### src/rtl/count_sequencer.sv
// count_sequencer: command-driven controller for the up-counter datapath.
// It holds the count, a programmable terminal value and a clock prescaler.
// A host sends LOAD/START/PAUSE/STOP commands over a valid/ready port.
// Optional build macro COUNT_SEQUENCER_AUTO_RELOAD_EN: DONE returns to RUN
// with a cleared count, so the block counts periodically until STOP.
// Without the macro, DONE returns to IDLE and the count holds at terminal.
//
// state | meaning
// ------+-----------------------------------------------------------------
// IDLE  | waiting; LOAD sets the terminal value, START begins counting
// RUN   | prescaler running; count steps on each tick
// PAUSE | count and prescaler frozen; START resumes, STOP aborts
// DONE  | single cycle at terminal count; commands are not accepted here
module count_sequencer #(
  parameter int WIDTH    = 4,
  parameter int PRESCALE = 1
) (
  input  logic             clk,
  input  logic             rst_n,
  input  logic             cmd_valid,
  output logic             cmd_ready,
  input  logic [1:0]       cmd_op,
  input  logic [WIDTH-1:0] cmd_data,
  output logic [WIDTH-1:0] count,
  output logic             busy,
  output logic             done,
  output logic [1:0]       state
);

  // Keep the prescaler at least one bit wide so PRESCALE=1 still elaborates.
  localparam int PW = (PRESCALE > 1) ? $clog2(PRESCALE) : 1;
  localparam logic [PW-1:0] PS_LAST = PW'(PRESCALE - 1);

  localparam logic [1:0] OP_LOAD  = 2'b00;
  localparam logic [1:0] OP_START = 2'b01;
  localparam logic [1:0] OP_PAUSE = 2'b10;
  localparam logic [1:0] OP_STOP  = 2'b11;

  typedef enum logic [1:0] {
    S_IDLE  = 2'b00,
    S_RUN   = 2'b01,
    S_PAUSE = 2'b10,
    S_DONE  = 2'b11
  } state_t;

  state_t           state_q, state_d;
  logic [WIDTH-1:0] count_q, count_d;
  logic [WIDTH-1:0] term_q, term_d;
  logic [PW-1:0]    ps_q, ps_d;
  logic [WIDTH-1:0] count_inc;
  logic             accept;
  logic             tick;

  // Outputs decode the registers only; nothing here looks at the command inputs.
  assign cmd_ready = (state_q != S_DONE);
  assign busy      = (state_q == S_RUN) || (state_q == S_PAUSE);
  assign done      = (state_q == S_DONE);
  assign state     = state_q;
  assign count     = count_q;

  assign accept    = cmd_valid && cmd_ready;
  assign tick      = (state_q == S_RUN) && (ps_q == PS_LAST);
  assign count_inc = count_q + WIDTH'(1);

  // State, count, terminal and prescaler registers.
  always_ff @(posedge clk or negedge rst_n) begin
    if (!rst_n) begin
      state_q <= S_IDLE;
      count_q <= '0;
      term_q  <= '1;
      ps_q    <= '0;
    end else begin
      state_q <= state_d;
      count_q <= count_d;
      term_q  <= term_d;
      ps_q    <= ps_d;
    end
  end

  // Next-state and datapath update; a legal command pre-empts a same-cycle tick.
  always_comb begin
    state_d = state_q;
    count_d = count_q;
    term_d  = term_q;
    ps_d    = ps_q;
    unique case (state_q)
      S_IDLE: begin
        if (accept) begin
          case (cmd_op)
            OP_LOAD: begin
              term_d  = cmd_data;
              count_d = '0;
              ps_d    = '0;
            end
            OP_START: begin
              count_d = '0;
              ps_d    = '0;
              state_d = (term_q == '0) ? S_DONE : S_RUN;
            end
            default: ;
          endcase
        end
      end
      S_RUN: begin
        if (accept && cmd_op == OP_START) begin
          count_d = '0;
          ps_d    = '0;
        end else if (accept && cmd_op == OP_PAUSE) begin
          state_d = S_PAUSE;
        end else if (accept && cmd_op == OP_STOP) begin
          count_d = '0;
          ps_d    = '0;
          state_d = S_IDLE;
        end else if (term_q == '0) begin
          // Only reachable by auto-reload with a zero terminal.
          state_d = S_DONE;
        end else if (tick) begin
          ps_d    = '0;
          count_d = count_inc;
          if (count_inc == term_q) state_d = S_DONE;
        end else begin
          ps_d = ps_q + PW'(1);
        end
      end
      S_PAUSE: begin
        if (accept && cmd_op == OP_START) begin
          state_d = S_RUN;
        end else if (accept && cmd_op == OP_STOP) begin
          count_d = '0;
          ps_d    = '0;
          state_d = S_IDLE;
        end
      end
      S_DONE: begin
`ifdef COUNT_SEQUENCER_AUTO_RELOAD_EN
        count_d = '0;
        ps_d    = '0;
        state_d = S_RUN;
`else
        state_d = S_IDLE;
`endif
      end
      default: state_d = S_IDLE;
    endcase
  end

endmodule

### config.mk
export PLATFORM = sky130hd
export DESIGN_NAME = count_sequencer
export DESIGN_NICKNAME = d
export VERILOG_FILES = /design/src/rtl/count_sequencer.sv
export SDC_FILE = /design/constraint.sdc
export NUM_CORES = 1
export LEC_CHECK = 0
export ABC_CLOCK_PERIOD_IN_PS = 2700
export CORE_MARGIN = 3
export CORE_UTILIZATION = 35
export DETAILED_ROUTE_END_ITERATION = 8
export GPL_TIMING_DRIVEN = 0
export SLEW_MARGIN = 40
export SYNTH_ARGS = -nofsm -noshare
export SYNTH_HDL_FRONTEND = slang
export SYNTH_SLANG_ARGS = --single-unit
### constraint.sdc
create_clock -name clk -period 2.7 [get_ports clk]
set_input_delay 0.27 -clock clk [delete_from_list [all_inputs] [get_ports clk]]
set_output_delay 0.27 -clock clk [all_outputs]
set_load 0.05 [all_outputs]
* Word-level counts from Yosys, hierarchy flattened
Cells that the tools add are included.
Storage, ports and cells: flip-flop bits (word level) 11, output and inout port bits 9
Operators by class: add/sub/neg operators 2, equality and inequality tests 20, multiplexer cells 32, bitwise logic cells 1, reduce and logical (&&, ||, !) cells 15
Operators by type and width (number):
- 4-bit two-way mux | 9
- 2-bit two-way mux | 11
- 2-bit inequality test, second input constant | 6
- 4-bit one-hot mux with 3 select lines | 1
- 1-bit two-way mux | 9
- 2-bit == test, second input constant | 4
- 4-bit by 2-bit inequality test with 1-bit output, second input constant | 2
- 2-bit one-hot mux with 4 select lines | 1
- 8-bit AND reduction | 1
- 7-bit AND reduction | 1
- 6-bit AND reduction | 1
- 1-bit logical AND | 5
- 5-bit by 1-bit inequality test with 1-bit output, second input constant | 1
- 5-bit by 2-bit inequality test with 1-bit output, second input constant | 1
- 4-bit by 1-bit adder with 4-bit output, second input constant | 1
- 2-bit by 1-bit == test with 1-bit output, second input constant | 2
- 4-bit == test | 1
- 2-bit logical NOT | 2
- 4-bit logical NOT | 1
- 3-bit by 1-bit inequality test with 1-bit output, second input constant | 1
- 3-bit inequality test, second input constant | 1
- 1-bit one-hot mux with 3 select lines | 1
- 3-bit AND reduction | 1
- 3-bit nonzero test | 1
- 5 further kinds | 5

* Depth between registers and ports, before layout
Gate-level depths: netlist of the first run.
depth in word-level cells 9, mapped depth 7

* Least setup slack after synthesis of the first run
Ideal clock, no wire load.
kind register -> register, start point reg state_q[1] (netlist: state[1]), end point reg count_q[0] (netlist: count[0]), arrival time 2193 ps, required time 2582 ps, path slack 389 ps, stages on the path, launching flop included 7, buffers on the path 0, period minus slack after synthesis 2311 ps, path through dfrtp_1 ha_1 nand3b_2 nand2_1 o221ai_2 nor3_1 a21o_1
On the way: longest elaborated chain between the ends 7, elaborated cells between the ends (all ways) 22, those cells by class eq/ne (10); mux (4); reduce/logical (8)
RTL lines:
- start: declaration | RTL line 46 | state_t state_q, state_d;
- start signal: assignment | RTL line 73 | state_q <= state_d;
- 2-bit inequality test | RTL line 55 | assign cmd_ready = (state_q != S_DONE);
- 1-bit logical AND | RTL line 61 | assign accept = cmd_valid && cmd_ready;
- 1-bit logical AND | RTL line 110, 128
- 4-bit two-way mux | RTL line 110 | end else if (accept && cmd_op == OP_STOP) begin
- 4-bit two-way mux | RTL line 108 | end else if (accept && cmd_op == OP_PAUSE) begin
- 4-bit two-way mux | RTL line 105 | if (accept && cmd_op == OP_START) begin
- 4-bit one-hot mux with 3 select lines | RTL line 86 | unique case (state_q)
- end signal: assignment | RTL line 74 | count_q <= count_d;
- end: declaration | RTL line 47 | logic [WIDTH-1:0] count_q, count_d;
Parallel ways exist; a longest one is shown, timed or not. The select of a mux whose other input is x is not followed. A chain may end at the register's enable or synchronous reset.

* Worst setup path in the final report of the first run
start point reg state_q[0] (netlist: state[0]), end point out busy
On the way: longest elaborated chain between the ends 2, elaborated cells between the ends (all ways) 3, those cells by class eq/ne (2); reduce/logical (1)
RTL lines:
- 2-bit by 1-bit == test with 1-bit output / 2-bit == test (equally long branches) | RTL line 56 | assign busy = (state_q == S_RUN) || (state_q == S_PAUSE);
- 1-bit logical OR (*) | RTL line 56
- end: declaration | RTL line 25 | output logic busy,
Mark *: on every way between the ends. The rest lies on a longest branch, timed or not.

==> metrics.cfg, run 1 <==
[run_status]
status=finished, final reports clean

[pwr]
switching_share_pct=47.7
internal-power_mw=0.616
peakVddDrop_v=0.000552
pwr-share-seq_pct=26.7
pwr-share-clk_pct=9.0
comb_power_share_pct=64.3
p_leak_nw=0.411
powerDensity_nw_per_um2=1170
switching_power_mw=0.562

[finish]
fillerInstances=207
layout-drive-gt1-share_pct=21.9
nets=111
multi_input_area_um2=478
area_growth_pct=29.5
final-seq-area_um2=280
antenna_cells=0

[critical_path]
cp-end-kind=output port
critPathMaxFanout=4
cp.arrival_ps=1860
reg2reg_from=state[0]
worst_path_max_delay_cell=clkdlybuf4s50_1
rr_worst_depth=6
ff2ff_setup_slack_ps=870
critical_path_required_ps=2430
startpoint_type=flop
r2r-end=count[3]
crit_type=reg2out
cp_cell_sequence=inv_1, ha_1, clkdlybuf4s50_1
cp_slowest_stage_delay_ps=800
crit_start=state[0]

[synth]
synth_ff_type=dfrtp_1
yosys.area.top_type=dfrtp_1
yosysSeqAreaShare_pct=35.9
async_reset_ff_share_pct=100
yosys_warnings=0
synth_cell_type_count=31
syn_avg_cell_area_um2=10.4
synth_fp_nets=89
synth.area.top_cells=dfrtp_1 22%, dfstp_2 13%, ha_1 8.0%, mux2_2 5.8%, xnor2_1 5.6%
synth_edf_count=0
synth_top_area_share_pct=22.4
ys_ff_latch=11
syn_area_um2=781
syn_inst=75

[global_routing]
antenna_found_initial=0
grt_util_met2_pct=21.4
grt_pass1_wl_um=2740
grt_max_degree=12
grt.total_usage_pct=12.9
grt_use_met1_pct=17.2
overflow=0
met3_usage_pct=0.845
grt_pass1_vias=648
busiest_layer=met2

[clock_network]
cts_resized=0
ctsLongestPathBuffers=2
cts.clk_slew.worst_paths_ps=70
post-cts-setup-buffers=0
clock_latency_ps=260
cts.sink_count=11
cts-hold-fix-buffers=0
cts-root-buf=clkbuf_4
cts_tree=yes
ctsHtreeMaxLevel=1
numCtsBuffers=3

[floorplan]
num_rows=16
coreArea_um2=2040
die_area_um2=2830
pin_count=18
start_util_pct=38.2
die_h_um=53.2
fp.dieW_um=53.2

[sta]
rsz0062_at_grt=false
finalSetupViolations=0
tightestPinTransition_ps=504
period_share_pct=79.1
slew_headroom_pct=66.3
fin_tns_setup_ps=0
hold_viol_final=0
fin_worst_skew_ps=3.03
max_clock_freq_mhz=468
hold_ws_ps=348
fin_crit_ps=2130
slew_viol_final=0

[hold_path]
hold_path.class=in2async

[routing]
drc=0
vias=620
ant_nets=0
wire_per_inst_um=12.4
first_pass_iters=4
vias_per_cell=5.04
wirelength_um=1530
drtIter0Drc=4

[run]
maxCapViolCount=0

[placement]
portBuffers=17
routabilityCongestion=0.749
hpwlAfterDp_um=1240

==> cell usage after synthesis, types with 3 or more instances <==
master / instances
nand3_1: 3
nor2_1: 5
inv_1: 6
mux2_2: 4
ha_1: 5
mux2i_1: 3
o21ai_0: 4
dfstp_2: 4
nand2_1: 4
dfrtp_1: 7
a21oi_1: 3
xnor2_1: 5
==> registers in the layout, summed over array words and instances (netlist names) <==
| signal | flops |
|---|---|
| count | 4 |
| term_q | 4 |
| state | 2 |
| ps_q | 1 |
==> layout by cell type (no fill, tap or decap), types with 3 or more instances in the layout <==
cell and count:
a21oi_1 3, clkbuf_4 3, clkdlybuf4s50_1 17, dfrtp_1 7, dfstp_2 4, ha_1 5, inv_1 6, mux2_2 4
mux2i_1 3, nand2_1 4, nand3_1 3, nor2_1 5, o21ai_0 4, xnor2_1 5
==> kinds of logic (layout without fill, tap and decap cells) <==
| group | after synthesis | in the layout | synth area share, % |
|---|---|---|---|
| xor gates and xnor gates | 6 | 6 | 6.73 |
| and+or+nand+nor | 22 | 22 | 19.7 |
| AOI/OAI and AO/OA | 18 | 18 | 17.1 |
| adders and majority gates | 5 | 5 | 8.01 |
| muxes | 7 | 7 | 9.62 |
| DFF | 11 | 11 | 35.9 |
| buffers and inverters | 6 | 27 | 2.88 |
==> final cells by class <==
class,count,area share [%]
multi-input cells,58,47.3
flip-flops and latches,11,27.7
repair buffers,17,16.8
well taps,27,3.34
clock buffers,4,2.60
inverters,6,2.23
==> worst max path at each step <==
stage / to / slack [ps] / cells after the start
floorplan: count[0] / 390 / 6
global placement: count[3] / 790 / 6
detailed placement: count[2] / 740 / 5
CTS: busy / 550 / 3
global route: busy / 500 / 3
finish: busy / 570 / 3
==> per-stage QoR <==
step	setup WS, ps	instances	utilization [%]	area [µm²]	power [mW]
finish	565	123	49.5	1010	1.18
detailed placement	743	119	48.2	985	1.09
global placement	789	119	48.2	985	1.08
global route	497	123	49.5	1010	1.27
floorplan	389	75	-	781	0.894
CTS	547	123	49.5	1010	1.20
==> power by group through the flow <==
stage                     logic, mW  clock network, mW  registers (mW)
final                         0.757              0.106           0.315
after global routing          0.828              0.121           0.325
after CTS                     0.769              0.113           0.315
after detailed placement      0.768                  0           0.318
after global placement        0.759                  0           0.318
after floorplan               0.509                  0           0.385
==> layer usage <==
layer / vias to the layer above / wire length (µm)
li1: 316 / -
met1: 285 / 744
met2: 17 / 706
met3: 2 / 71
met4: 0 / 8
met5: - / 0
==> worst max-delay path: cells and delay by family (launching register included) <==
| kind | cells | cell delay, ps |
|---|---|---|
| adders and majority gates | 1 | 310 |
| buffers and inverters | 2 | 900 |
| DFF | 1 | 400 |
(Power assumes the default switching activity.)
==> run 2, diff against run 1 <==
ABC_CLOCK_PERIOD_IN_PS = 2100   (was 2700)
clock period = 2.1 ns   (was 2.7 ns; I/O delays follow)
==> metrics.cfg, run 2 (synthesis gave the netlist of run 1 again) <==
[sta]
period_share_pct=92.9
fin_crit_ps=1950
fin_tns_setup_ps=0  ; unchanged
max_clock_freq_mhz=513
slew_viol_final=0  ; unchanged
rsz0062_at_grt=false
slew_headroom_pct=66.4  ; +0.13 points
tightestPinTransition_ps=502  ; -1.94 ps
fin_worst_skew_ps=4.07  ; +1.04 ps
hold_viol_final=0  ; unchanged
finalSetupViolations=0  ; unchanged

[clock_network]
cts.clk_slew.worst_paths_ps=70  ; about the same
cts.sink_count=11  ; unchanged
numCtsBuffers=3  ; unchanged
cts-root-buf=clkbuf_4
cts-hold-fix-buffers=0  ; unchanged
ctsLongestPathBuffers=2  ; unchanged
cts_tree=yes
ctsHtreeMaxLevel=1  ; unchanged
clock_latency_ps=260  ; about the same

[global_routing]
antenna_found_initial=0  ; unchanged
grt.total_usage_pct=12.8  ; -0.080 points
grt_max_degree=12  ; unchanged
grt_pass1_vias=599  ; -7.6%
overflow=0  ; unchanged
grt_pass1_wl_um=2680  ; -2.3%

[finish]
post-route-util_pct=50.1  ; +0.55 points
fin_cells=123  ; unchanged
fillerInstances=213  ; +2.9%
layout_commonest_cell=clkdlybuf4s50_1
antenna_cells=0  ; unchanged
multi_input_area_um2=490  ; +2.6%
final_area_um2=1020  ; +1.1%
layout-drive-gt1-share_pct=22.9  ; +1.0 points
final-seq-area_um2=280  ; unchanged
nets=111  ; unchanged
area_growth_pct=30.9
final_cell_mix=16 x clkdlybuf4s50_1, 7 x dfrtp_1, 6 x inv_1

[pwr]
power_mw=1.53  ; +30%
powerDensity_nw_per_um2=1490  ; +28%
peakVddDrop_v=0.000881  ; +60%
p_leak_nw=0.412  ; +0.21%

[critical_path]
critPathMaxFanout=6  ; +2
cp.arrival_ps=1740  ; -120 ps
r2r-end=count[3]
crit_buf_inv=2  ; unchanged
crit_type=reg2out
rr_worst_depth=7  ; +1
cp_slowest_stage_delay_ps=800  ; about the same
cp_cell_sequence=ha_4, inv_1, clkdlybuf4s50_1
crit_family=buffers and inverters
worst_path_max_delay_cell=clkdlybuf4s50_1
reg2reg_from=state[0]
ff2ff_setup_slack_ps=220  ; -650 ps
startpoint_type=flop
cp-end-kind=output port
critical_path_required_ps=1890  ; -540 ps

[floorplan]
fp.dieW_um=53.2  ; unchanged
start_util_pct=38.2  ; unchanged
die_area_um2=2830  ; unchanged
pin_count=18  ; unchanged
num_rows=16  ; unchanged
die_h_um=53.2  ; unchanged
coreArea_um2=2040  ; unchanged

[routing]
drtIter0Drc=7  ; +3
vias=610  ; -1.6%
drc=0  ; unchanged
wire_per_inst_um=12.8  ; +2.7%
ant_nets=0  ; unchanged
wirelength_um=1570  ; +2.7%
first_pass_iters=2  ; -2
vias_per_cell=4.96  ; -1.6%

[placement]
portBuffers=17  ; unchanged
dpl_cell_area_um2=997  ; +1.3%
hpwlAfterDp_um=1270  ; +2.9%
dp.cells=119  ; unchanged
routabilityCongestion=0.829  ; +11%

[run]
maxCapViolCount=0  ; unchanged

[hold_path]
hold_path.class=in2async

[run_status]
status=finished, final reports clean

==> run 2: worst max-delay path by stage <==
stage,from,to,cells past startpoint
final,state[0],cmd_ready,3
after global routing,state[0],count[2],7
after CTS,state[0],cmd_ready,3
after detailed placement,cmd_op[0],count[0],6
after global placement,cmd_op[1],count[3],6
after floorplan,state[0],count[3],7
==> run 2: report_power, final <==
part	total, mW	leakage [nW]	internal, mW	switching [mW]
combinational	0.975	0.263	0.401	0.574
sequential	0.416	0.135	0.312	0.103
clock	0.137	0.0150	0.0732	0.0642
==> run 2: final cells by class <==
cell class / count / share of cell area, %
tap: 27 / 3.30
sequential: 11 / 27.4
clock buffer: 4 / 2.57
timing repair buffer: 17 / 16.5
multi-input combinational: 58 / 48.0
inverter: 6 / 2.20
==> run 2: stage by stage <==
stage          hold WS (ps)  worst slack, ps
3_3_place_gp            511              247
3_5_place_dp            521              212
5_1_grt                 282             40.2
6_report                280              149
2_1_floorplan         -85.6             54.0
4_1_cts                 294              134
==> run 2: what timing repair did <==
item                                    CTS  global route
hold endpoints to repair                  0             0
endpoints found under the setup margin    1             0
buffers inserted                          0             0
gates resized for setup                   1             0
==> run 2: routing by layer <==
metal	wire, µm	up-vias	GRT usage, %
li1	-	313	-
met1	766	285	16.7
met2	732	10	20.6
met3	57	2	1.69
met4	16	0	6.38
met5	0	-	0
==> run 2: worst register-to-register path: cells and delay by family, from the launching register on <==
kind	cells	cell delay [ps]
DFF	1	440
buffers and inverters	1	110
adders and majority gates	1	300
and+or+nand+nor	1	210
AOI/OAI and AO/OA	4	720
==> run 3, diff against run 2 <==
CORE_UTILIZATION = 40   (was 35)
PLACE_DENSITY = 0.66   (was default)
==> metrics.cfg, run 3 (synthesis gave the netlist of run 1 again) <==
[run_status]
status=finished, final reports clean

[sta]
max_clock_freq_mhz=514  ; +0.36%
finalSetupViolations=0  ; unchanged
fin_crit_ps=1940  ; -7.01 ps
rsz0062_at_grt=false
fin_worst_skew_ps=4.02  ; -0.0539 ps
period_share_pct=92.6  ; -0.33 points
slew_viol_final=0  ; unchanged
hold_ws_ps=269  ; -10.6 ps
slew_headroom_pct=65.2  ; -1.3 points
tightestPinTransition_ps=521  ; +19.0 ps
fin_ws_ps=156  ; +7.01 ps
hold_viol_final=0  ; unchanged
fin_tns_setup_ps=0  ; unchanged

[floorplan]
coreArea_um2=1780  ; -13%
die_h_um=50.2  ; -5.7%
die_area_um2=2520  ; -11%
start_util_pct=43.8  ; +5.6 points
pin_count=18  ; unchanged
num_rows=15  ; -1
fp.dieW_um=50.2  ; -5.7%

[critical_path]
cp_cell_sequence=ha_4, inv_1, clkdlybuf4s50_1
reg2reg_from=count[0]
critical_path_required_ps=1890  ; about the same
rr_worst_depth=6  ; -1
ff2ff_setup_slack_ps=210  ; about the same
critPathMaxFanout=6  ; unchanged
cp-end-kind=output port
crit_type=reg2out
startpoint_type=flop
cp.arrival_ps=1730  ; about the same
worst_path_max_delay_cell=clkdlybuf4s50_1
cp_slowest_stage_delay_ps=790  ; about the same
r2r-end=state[0]

[clock_network]
numCtsBuffers=3  ; unchanged
clock_latency_ps=270  ; about the same
cts_tree=yes
post-cts-setup-buffers=0  ; unchanged
ctsLongestPathBuffers=2  ; unchanged
cts-hold-fix-buffers=0  ; unchanged
ctsHtreeMaxLevel=1  ; unchanged
cts.clk_slew.worst_paths_ps=70  ; about the same
cts-root-buf=clkbuf_4
cts.sink_count=11  ; unchanged

[routing]
ant_nets=0  ; unchanged
wirelength_um=1660  ; +5.7%
vias=622  ; +2.0%
first_pass_iters=4  ; +2
wire_per_inst_um=13.7  ; +7.4%
vias_per_cell=5.14  ; +3.7%
drc=0  ; unchanged
drtIter0Drc=4  ; -3

[pwr]
comb_power_share_pct=63.7  ; about the same
switching_power_mw=0.756  ; +2.0%
p_leak_nw=0.411  ; -0.23%
powerDensity_nw_per_um2=1510  ; +1.2%
pwr-share-clk_pct=9.2  ; +0.2 points
internal-power_mw=0.789  ; +0.29%
switching_share_pct=48.9  ; +0.41 points
pwr-share-seq_pct=27.0  ; -0.2 points
peakVddDrop_v=0.000879  ; -0.23%

[global_routing]
grt_pass1_vias=646  ; +7.8%
grt.total_usage_pct=14.7  ; +1.9 points
grt_max_degree=12  ; unchanged
grt_pass1_wl_um=2800  ; +4.6%
overflow=0  ; unchanged
antenna_found_initial=0  ; unchanged

[run]
maxCapViolCount=0  ; unchanged

[finish]
nets=111  ; unchanged
post-route-util_pct=57.3  ; +7.2 points
fin_cells=121  ; -1.6%
layout-drive-gt1-share_pct=24.0  ; +1.0 points
antenna_cells=0  ; unchanged
layout_commonest_cell=clkdlybuf4s50_1
final_cell_mix=16 x clkdlybuf4s50_1, 6 x inv_1, 6 x dfrtp_1
area_growth_pct=30.8

[placement]
dp.cells=117  ; -1.7%
hpwlAfterDp_um=1330  ; +4.5%
routabilityCongestion=0.843  ; +1.6%
portBuffers=17  ; unchanged
dp_slack_ps=166  ; -46.7 ps

[hold_path]
hold_path.class=in2async

==> run 3: cell type report <==
class / count / area [µm²]
Fill cell: 153 / 762
Clock buffer: 4 / 26.3
Tap cell: 25 / 31.3
Multi-Input combinational cell: 58 / 490
Timing Repair Buffer: 17 / 169
Inverter: 6 / 22.5
Sequential cell: 11 / 282
==> run 3: worst max-delay path: cells and delay by family (launching register included) <==
family     cells  cell delay (ps)
fa+ha+maj      1              190
buf+inv        2              840
flops          1              440
==> run 3: timing repair <==
item,in CTS,in global routing
pin swaps,0,0
resized for setup,1,1
endpoints found under the setup margin,1,1
endpoints found under the hold margin,0,0
==> run 3: how the worst max path moves through the flow <==
stage | startpoint | slack [ps] | to
after global routing | count[0] | 20 | state[1]
after CTS | state[0] | 120 | cmd_ready
after global placement | cmd_op[1] | 250 | count[3]
after detailed placement | state[0] | 170 | count[2]
after floorplan | state[0] | 50 | count[3]
final | state[0] | 160 | cmd_ready
==> run 3: per-layer routing <==
layer,track usage (%),share of wire [%],vias up
met4,8.29,1.6,0
met5,0,0,-
met3,4.15,4.2,4
li1,-,-,315
met2,24.1,49,15
met1,17.0,45,288
==> run 3: power groups by stage <==
stage	sequential [mW]	clock [mW]	combinational [mW]
2_1_floorplan	0.503	0	0.666
3_3_place_gp	0.418	0	0.979
3_5_place_dp	0.422	0	1.00
4_1_cts	0.418	0.151	0.994
5_1_grt	0.433	0.163	1.07
6_report	0.417	0.143	0.985
==> run 3: per-stage QoR <==
| stage | cell area, µm² | power (mW) |
|---|---|---|
| after floorplan | 793 | 1.17 |
| after detailed placement | 995 | 1.43 |
| after CTS | 1020 | 1.56 |
| after global placement | 995 | 1.40 |
| final | 1020 | 1.54 |
| after global routing | 1020 | 1.66 |
